`src/rtl/pipeline_hazard_controller.sv`:
```
// Stall/flush sequencer for the five-stage RV32IM pipeline: load-use, multi-cycle MUL/DIV, taken branches, memory busywait.
// Optional HAZARD_PERF_CNT_EN adds saturating stall/flush cycle counters.
module pipeline_hazard_controller #(
  parameter int MULDIV_CYCLES = 4
) (
  input  logic       CLK,
  input  logic       RESET,
  input  logic [4:0] ID_ADDR1,
  input  logic [4:0] ID_ADDR2,
  input  logic       ID_USE1,
  input  logic       ID_USE2,
  input  logic [4:0] EXE_ADDR,
  input  logic       EXE_MEMREAD,
  input  logic       EXE_MULDIV,
  input  logic       BRANCH_TAKEN,
  input  logic       IMEM_BUSYWAIT,
  input  logic       DMEM_BUSYWAIT,
  output logic       PC_STALL,
  output logic       IFID_STALL,
  output logic       IDEX_STALL,
  output logic       EXMEM_STALL,
  output logic       MEMWB_STALL,
  output logic       IFID_FLUSH,
  output logic       IDEX_FLUSH,
  output logic       EXMEM_FLUSH,
  output logic       MULDIV_DONE
`ifdef HAZARD_PERF_CNT_EN
  ,
  output logic [31:0] STALL_COUNT,
  output logic [31:0] FLUSH_COUNT
`endif
);

  localparam int CW = $clog2(MULDIV_CYCLES) + 1;
  localparam logic [CW-1:0] CNT_INIT = (MULDIV_CYCLES > 1) ? CW'(MULDIV_CYCLES - 2) : '0;
  localparam logic MULTI_CYCLE = (MULDIV_CYCLES > 1) ? 1'b1 : 1'b0;

  typedef enum logic [1:0] {
    RUN         = 2'd0,
    LOAD_STALL  = 2'd1,
    MULDIV_BUSY = 2'd2
  } state_e;

  state_e        state_q, state_d;
  logic [CW-1:0] cnt_q, cnt_d;
  logic          load_hit_s;
  logic          muldiv_stall_s;
  logic          muldiv_done_s;
  logic          branch_ok_s;

  assign load_hit_s = EXE_MEMREAD && (EXE_ADDR != 5'd0) &&
                      ((ID_USE1 && (ID_ADDR1 == EXE_ADDR)) ||
                       (ID_USE2 && (ID_ADDR2 == EXE_ADDR)));

  assign muldiv_stall_s = ((state_q == RUN) && EXE_MULDIV && MULTI_CYCLE) ||
                          ((state_q == MULDIV_BUSY) && (cnt_q != '0));

  assign muldiv_done_s = ((state_q == MULDIV_BUSY) && (cnt_q == '0)) ||
                         ((state_q == RUN) && EXE_MULDIV && !MULTI_CYCLE);

  // A branch paired with a MUL/DIV in EX is illegal and is ignored.
  assign branch_ok_s = BRANCH_TAKEN && !EXE_MULDIV && (state_q != MULDIV_BUSY);

  // State and countdown register.
  always_ff @(posedge CLK) begin
    if (RESET) begin
      state_q <= RUN;
      cnt_q   <= '0;
    end else begin
      state_q <= state_d;
      cnt_q   <= cnt_d;
    end
  end

  // Next-state logic; everything freezes while data memory is busy.
  always_comb begin
    state_d = state_q;
    cnt_d   = cnt_q;
    if (!DMEM_BUSYWAIT) begin
      case (state_q)
        RUN: begin
          if (EXE_MULDIV && MULTI_CYCLE) begin
            state_d = MULDIV_BUSY;
            cnt_d   = CNT_INIT;
          end else if (load_hit_s && !BRANCH_TAKEN && !EXE_MULDIV) begin
            state_d = LOAD_STALL;
          end else begin
            state_d = RUN;
          end
        end
        LOAD_STALL: state_d = RUN;
        MULDIV_BUSY: begin
          if (cnt_q != '0) begin
            cnt_d = cnt_q - CW'(1);
          end else begin
            state_d = RUN;
          end
        end
        default: begin
          state_d = RUN;
          cnt_d   = '0;
        end
      endcase
    end else begin
      state_d = state_q;
    end
  end

  // Prioritised stall/flush outputs.
  always_comb begin
    PC_STALL    = 1'b0;
    IFID_STALL  = 1'b0;
    IDEX_STALL  = 1'b0;
    EXMEM_STALL = 1'b0;
    MEMWB_STALL = 1'b0;
    IFID_FLUSH  = 1'b0;
    IDEX_FLUSH  = 1'b0;
    EXMEM_FLUSH = 1'b0;
    MULDIV_DONE = 1'b0;
    if (RESET) begin
      MULDIV_DONE = 1'b0;
    end else if (DMEM_BUSYWAIT) begin
      PC_STALL    = 1'b1;
      IFID_STALL  = 1'b1;
      IDEX_STALL  = 1'b1;
      EXMEM_STALL = 1'b1;
      MEMWB_STALL = 1'b1;
    end else if (muldiv_stall_s) begin
      PC_STALL    = 1'b1;
      IFID_STALL  = 1'b1;
      IDEX_STALL  = 1'b1;
      EXMEM_FLUSH = 1'b1;
    end else begin
      MULDIV_DONE = muldiv_done_s;
      if (branch_ok_s) begin
        IFID_FLUSH = 1'b1;
        IDEX_FLUSH = 1'b1;
      end else if (load_hit_s && (state_q == RUN) && !EXE_MULDIV) begin
        PC_STALL   = 1'b1;
        IFID_STALL = 1'b1;
        IDEX_FLUSH = 1'b1;
      end else if (IMEM_BUSYWAIT) begin
        PC_STALL   = 1'b1;
        IFID_FLUSH = 1'b1;
      end else begin
        PC_STALL = 1'b0;
      end
    end
  end

`ifdef HAZARD_PERF_CNT_EN
  logic [31:0] stall_cnt_q, flush_cnt_q;

  // Saturating counters of stalled-PC cycles and ID/EX bubbles.
  always_ff @(posedge CLK) begin
    if (RESET) begin
      stall_cnt_q <= 32'd0;
      flush_cnt_q <= 32'd0;
    end else begin
      if (PC_STALL && (stall_cnt_q != 32'hFFFF_FFFF)) begin
        stall_cnt_q <= stall_cnt_q + 32'd1;
      end
      if (IDEX_FLUSH && (flush_cnt_q != 32'hFFFF_FFFF)) begin
        flush_cnt_q <= flush_cnt_q + 32'd1;
      end
    end
  end

  assign STALL_COUNT = stall_cnt_q;
  assign FLUSH_COUNT = flush_cnt_q;
`endif

endmodule
```
`config.mk`:
```
export PLATFORM = sky130hd
export DESIGN_NAME = pipeline_hazard_controller
export DESIGN_NICKNAME = d
export VERILOG_FILES = /design/src/rtl/pipeline_hazard_controller.sv
export SDC_FILE = /design/constraint.sdc
export NUM_CORES = 1
export LEC_CHECK = 0
export BUFFER_PORTS_ARGS = -buffer_cell sky130_fd_sc_hd__buf_2
export CORE_MARGIN = 1.5
export CORE_UTILIZATION = 39
export CTS_CLUSTER_DIAMETER = 200
export CTS_CLUSTER_SIZE = 30
export DETAILED_ROUTE_END_ITERATION = 10
export GPL_TIMING_DRIVEN = 0
export HOLD_SLACK_MARGIN = 0.1
export PLACE_DENSITY = 0.74
export SLEW_MARGIN = 5
export SYNTH_ARGS = -nofsm -noshare
export SYNTH_HDL_FRONTEND = slang
export SYNTH_SLANG_ARGS = --single-unit
export TNS_END_PERCENT = 50
```
`constraint.sdc`:
```
create_clock -name CLK -period 1.6 [get_ports CLK]
set_clock_uncertainty 0.05 [all_clocks]
set_input_delay 0.16 -clock CLK [delete_from_list [all_inputs] [get_ports CLK]]
set_output_delay 0.16 -clock CLK [all_outputs]
set_load 0.005 [all_outputs]
```
==> qor.csv <==
metric,value,unit
reg2reg end,cnt_q[2],
Hold Startpoint,DMEM_BUSYWAIT,
failing checks,negative setup slack,
first-pass GRT wire length,3140,um
maximum root-to-sink buffer count,2,
post-synthesis area per instance,8.11,um^2
final WL,1900,um
GPL Wtd Cong,0.763,
Int Pwr,0.378,mW
die width,42.5,um
# Max-Cap Violations,0,
Residual DRC,0,
hold crit path type,input port to register,
Peak VDD IR,0.000629,V
Synth Net Count,101,
worst setup margin,-0.292,ns
Net Sw Frac,32.8,%
Num CTS Buffers,3,
clock latency on the worst-skew pair,0.24,ns
post-synth top area share,16.5,%
WHS Path Cells,3,
TNS Setup,-1.91,ns
Final HPWL DP,1210,um
NetSw,0.184,mW
Core Area,1490,um^2
die height,42.5,um
Required @ worst endpoint,1.39,ns
CTS H-Tree Depth,1,
"Hold Violations, Final",0,
Post-synth EDFFs,0,
sequential power share,25.2,%
Fill cells,134,
CTS Hold Buffers Added,0,
largest net degree at the start of global routing,11,
most common cell in the netlist,xor2_1,
top cells by instance count after synthesis,"xor2_1, inv_1, dfxtp_1, nand2_1",
number of core rows,14,
Routed WL per cell,13.8,um
status,"complete, but fails checks",
PD cells,563,nW/um^2
fin nets,149,
Final Slew Violations,0,
worst relative slew slack,71.5,%
vias in the first global route,734,
root buffer cell,clkbuf_4,
Starting Density,40.8,%
Final Setup Violations,10,
Post-Syn Instances,75,
Synth Register Bits,5,
Placement Setup Slack,-0.166,ns
Lkg Pwr,0.462,nW
n_diodes,0,
I/O pins,33,
r2r setup slk,-0.16,ns
Tot Pwr,0.563,mW
crit path max fanout,3,
yosys warns,0,
Overflow after GRT,0,
combinational power share,48.7,%
Peak Freq,529,MHz
Final ANT Viol Nets,0,
vias,735,
worst slew pin tran,0.428,ns
final hold slack,0.205,ns
TritonCTS clock tree,yes,
reg2reg start,state_q[1],
Worst R2R Path Depth,6,
Netlist Area Pre-Place,608,um^2
hold endpoint,cnt_q[0],
"Reg clk slew, reported paths",0.05,ns
Setup crit start kind,register,
clock share of power,26.1,%
DR pass1 iterations,4,
post-synth top area cell,dfxtp_1,
ys async rst share,0,%
vias per cell,5.33,
kind of critical path,register to output pin,
fraction of layout instances using a drive strength above 1,59.0,%
Synth area leaders,"dfxtp_1, xor2_1, ha_1, inv_1, nor3_1",
unrepaired setup endpoints after global routing,true,
"Primary FF master, synth",dfxtp_1,
period utilisation layout,118,%
Port-buffer cells,32,
DR iter-0 viols,12,
CTS sink count,5,
critical path endpoint category,output pin,
Syn-to-layout area delta,64.4,%
die area,1800,um^2
GRT Total Usage,22.2,%
critical path arrival,1.68,ns
minimum clock period,1.89,ns
antenna violations before repair,0,
sequential area share after synthesis,16.5,%
Netlist cell types,39,
worst max path at each step:
stage	start	end	slack (ns)	depth (start not counted)
after detailed placement	cnt_q[0]	EXMEM_FLUSH	-0.17	5
after global routing	cnt_q[1]	IDEX_FLUSH	-0.33	6
after floorplan	state_q[1]	cnt_q[2]	-0.0002	5
after global placement	cnt_q[0]	MULDIV_DONE	-0.15	6
final	cnt_q[1]	MULDIV_DONE	-0.29	6
after CTS	cnt_q[1]	MULDIV_DONE	-0.23	6
layout by cell type (no fill, tap or decap), types with 2 or more instances in the layout:
| cell | n |
|---|---|
| clkbuf_4 | 3 |
| or3b_4 | 2 |
| xor2_1 | 8 |
| nor4_1 | 2 |
| nor2_2 | 2 |
| inv_1 | 4 |
| buf_6 | 3 |
| inv_2 | 2 |
| xnor2_1 | 2 |
| or3_4 | 2 |
| a21oi_1 | 3 |
| o21ai_0 | 3 |
| buf_2 | 32 |
| dfxtp_2 | 4 |
| buf_4 | 11 |
| nor3_1 | 4 |
| nand2_1 | 5 |
power by group through the flow:
stage / Combinational (mW) / Clock (mW) / Sequential [mW]
after global routing: 0.297 / 0.157 / 0.142
after detailed placement: 0.194 / 0 / 0.141
after CTS: 0.256 / 0.147 / 0.140
after floorplan: 0.126 / 0 / 0.139
final: 0.274 / 0.147 / 0.142
after global placement: 0.189 / 0 / 0.140
layout make-up:
cell class              instances  area, um^2  area share (%)
well taps                      16        20.0            2.00
plain buffers                   4        40.0            4.01
inverters                       6        22.5            2.25
flip-flops and latches          5         105            10.5
repair buffers                 43         250            25.0
clock buffers                   4        26.3            2.63
multi-input cells              60         536            53.6
flip-flops by register name, indices dropped and copies added, names as in the netlist:
| name | cells |
|---|---|
| state_q | 2 |
| cnt_q | 3 |
metal layers:
layer  global-route usage [%]  vias to the layer above  share of wire, %
met4                     1.88                        0                 0
met2                     40.0                       23                52
met3                     3.88                        0               3.9
li1                         -                      369                 -
met5                        0                        -                 0
met1                     28.2                      343                44
critical path, cell delays in order (launching register included):
cell      delay [ns]
dfxtp_2         0.32
inv_2           0.09
ha_4            0.16
a311oi_4        0.11
or3_4           0.38
nor4_4          0.23
buf_2           0.15
stage by stage:
step / area [um^2] / util [%] / std cells
2_1_floorplan: 618 / - / 75
3_3_place_gp: 798 / 53.6 / 123
3_5_place_dp: 798 / 53.6 / 123
4_1_cts: 970 / 65.1 / 137
5_1_grt: 1000 / 67.1 / 138
6_report: 1000 / 67.1 / 138
cell families after synthesis:
group / after synthesis / synth area share (%)
compound gates: 19 / 25.1
xor+xnor: 10 / 14.4
fa+ha+maj: 2 / 4.11
buf+inv: 10 / 10.3
flops: 5 / 16.5
mux: 1 / 1.85
simple gates: 28 / 27.8
timing repair:
action / in CTS / in global routing
buffers inserted: 10 / 1
setup endpoints to repair: 10 / 11
pin swaps: 7 / 0
resized for setup: 18 / 4
Power figures use the tool's default switching activity.
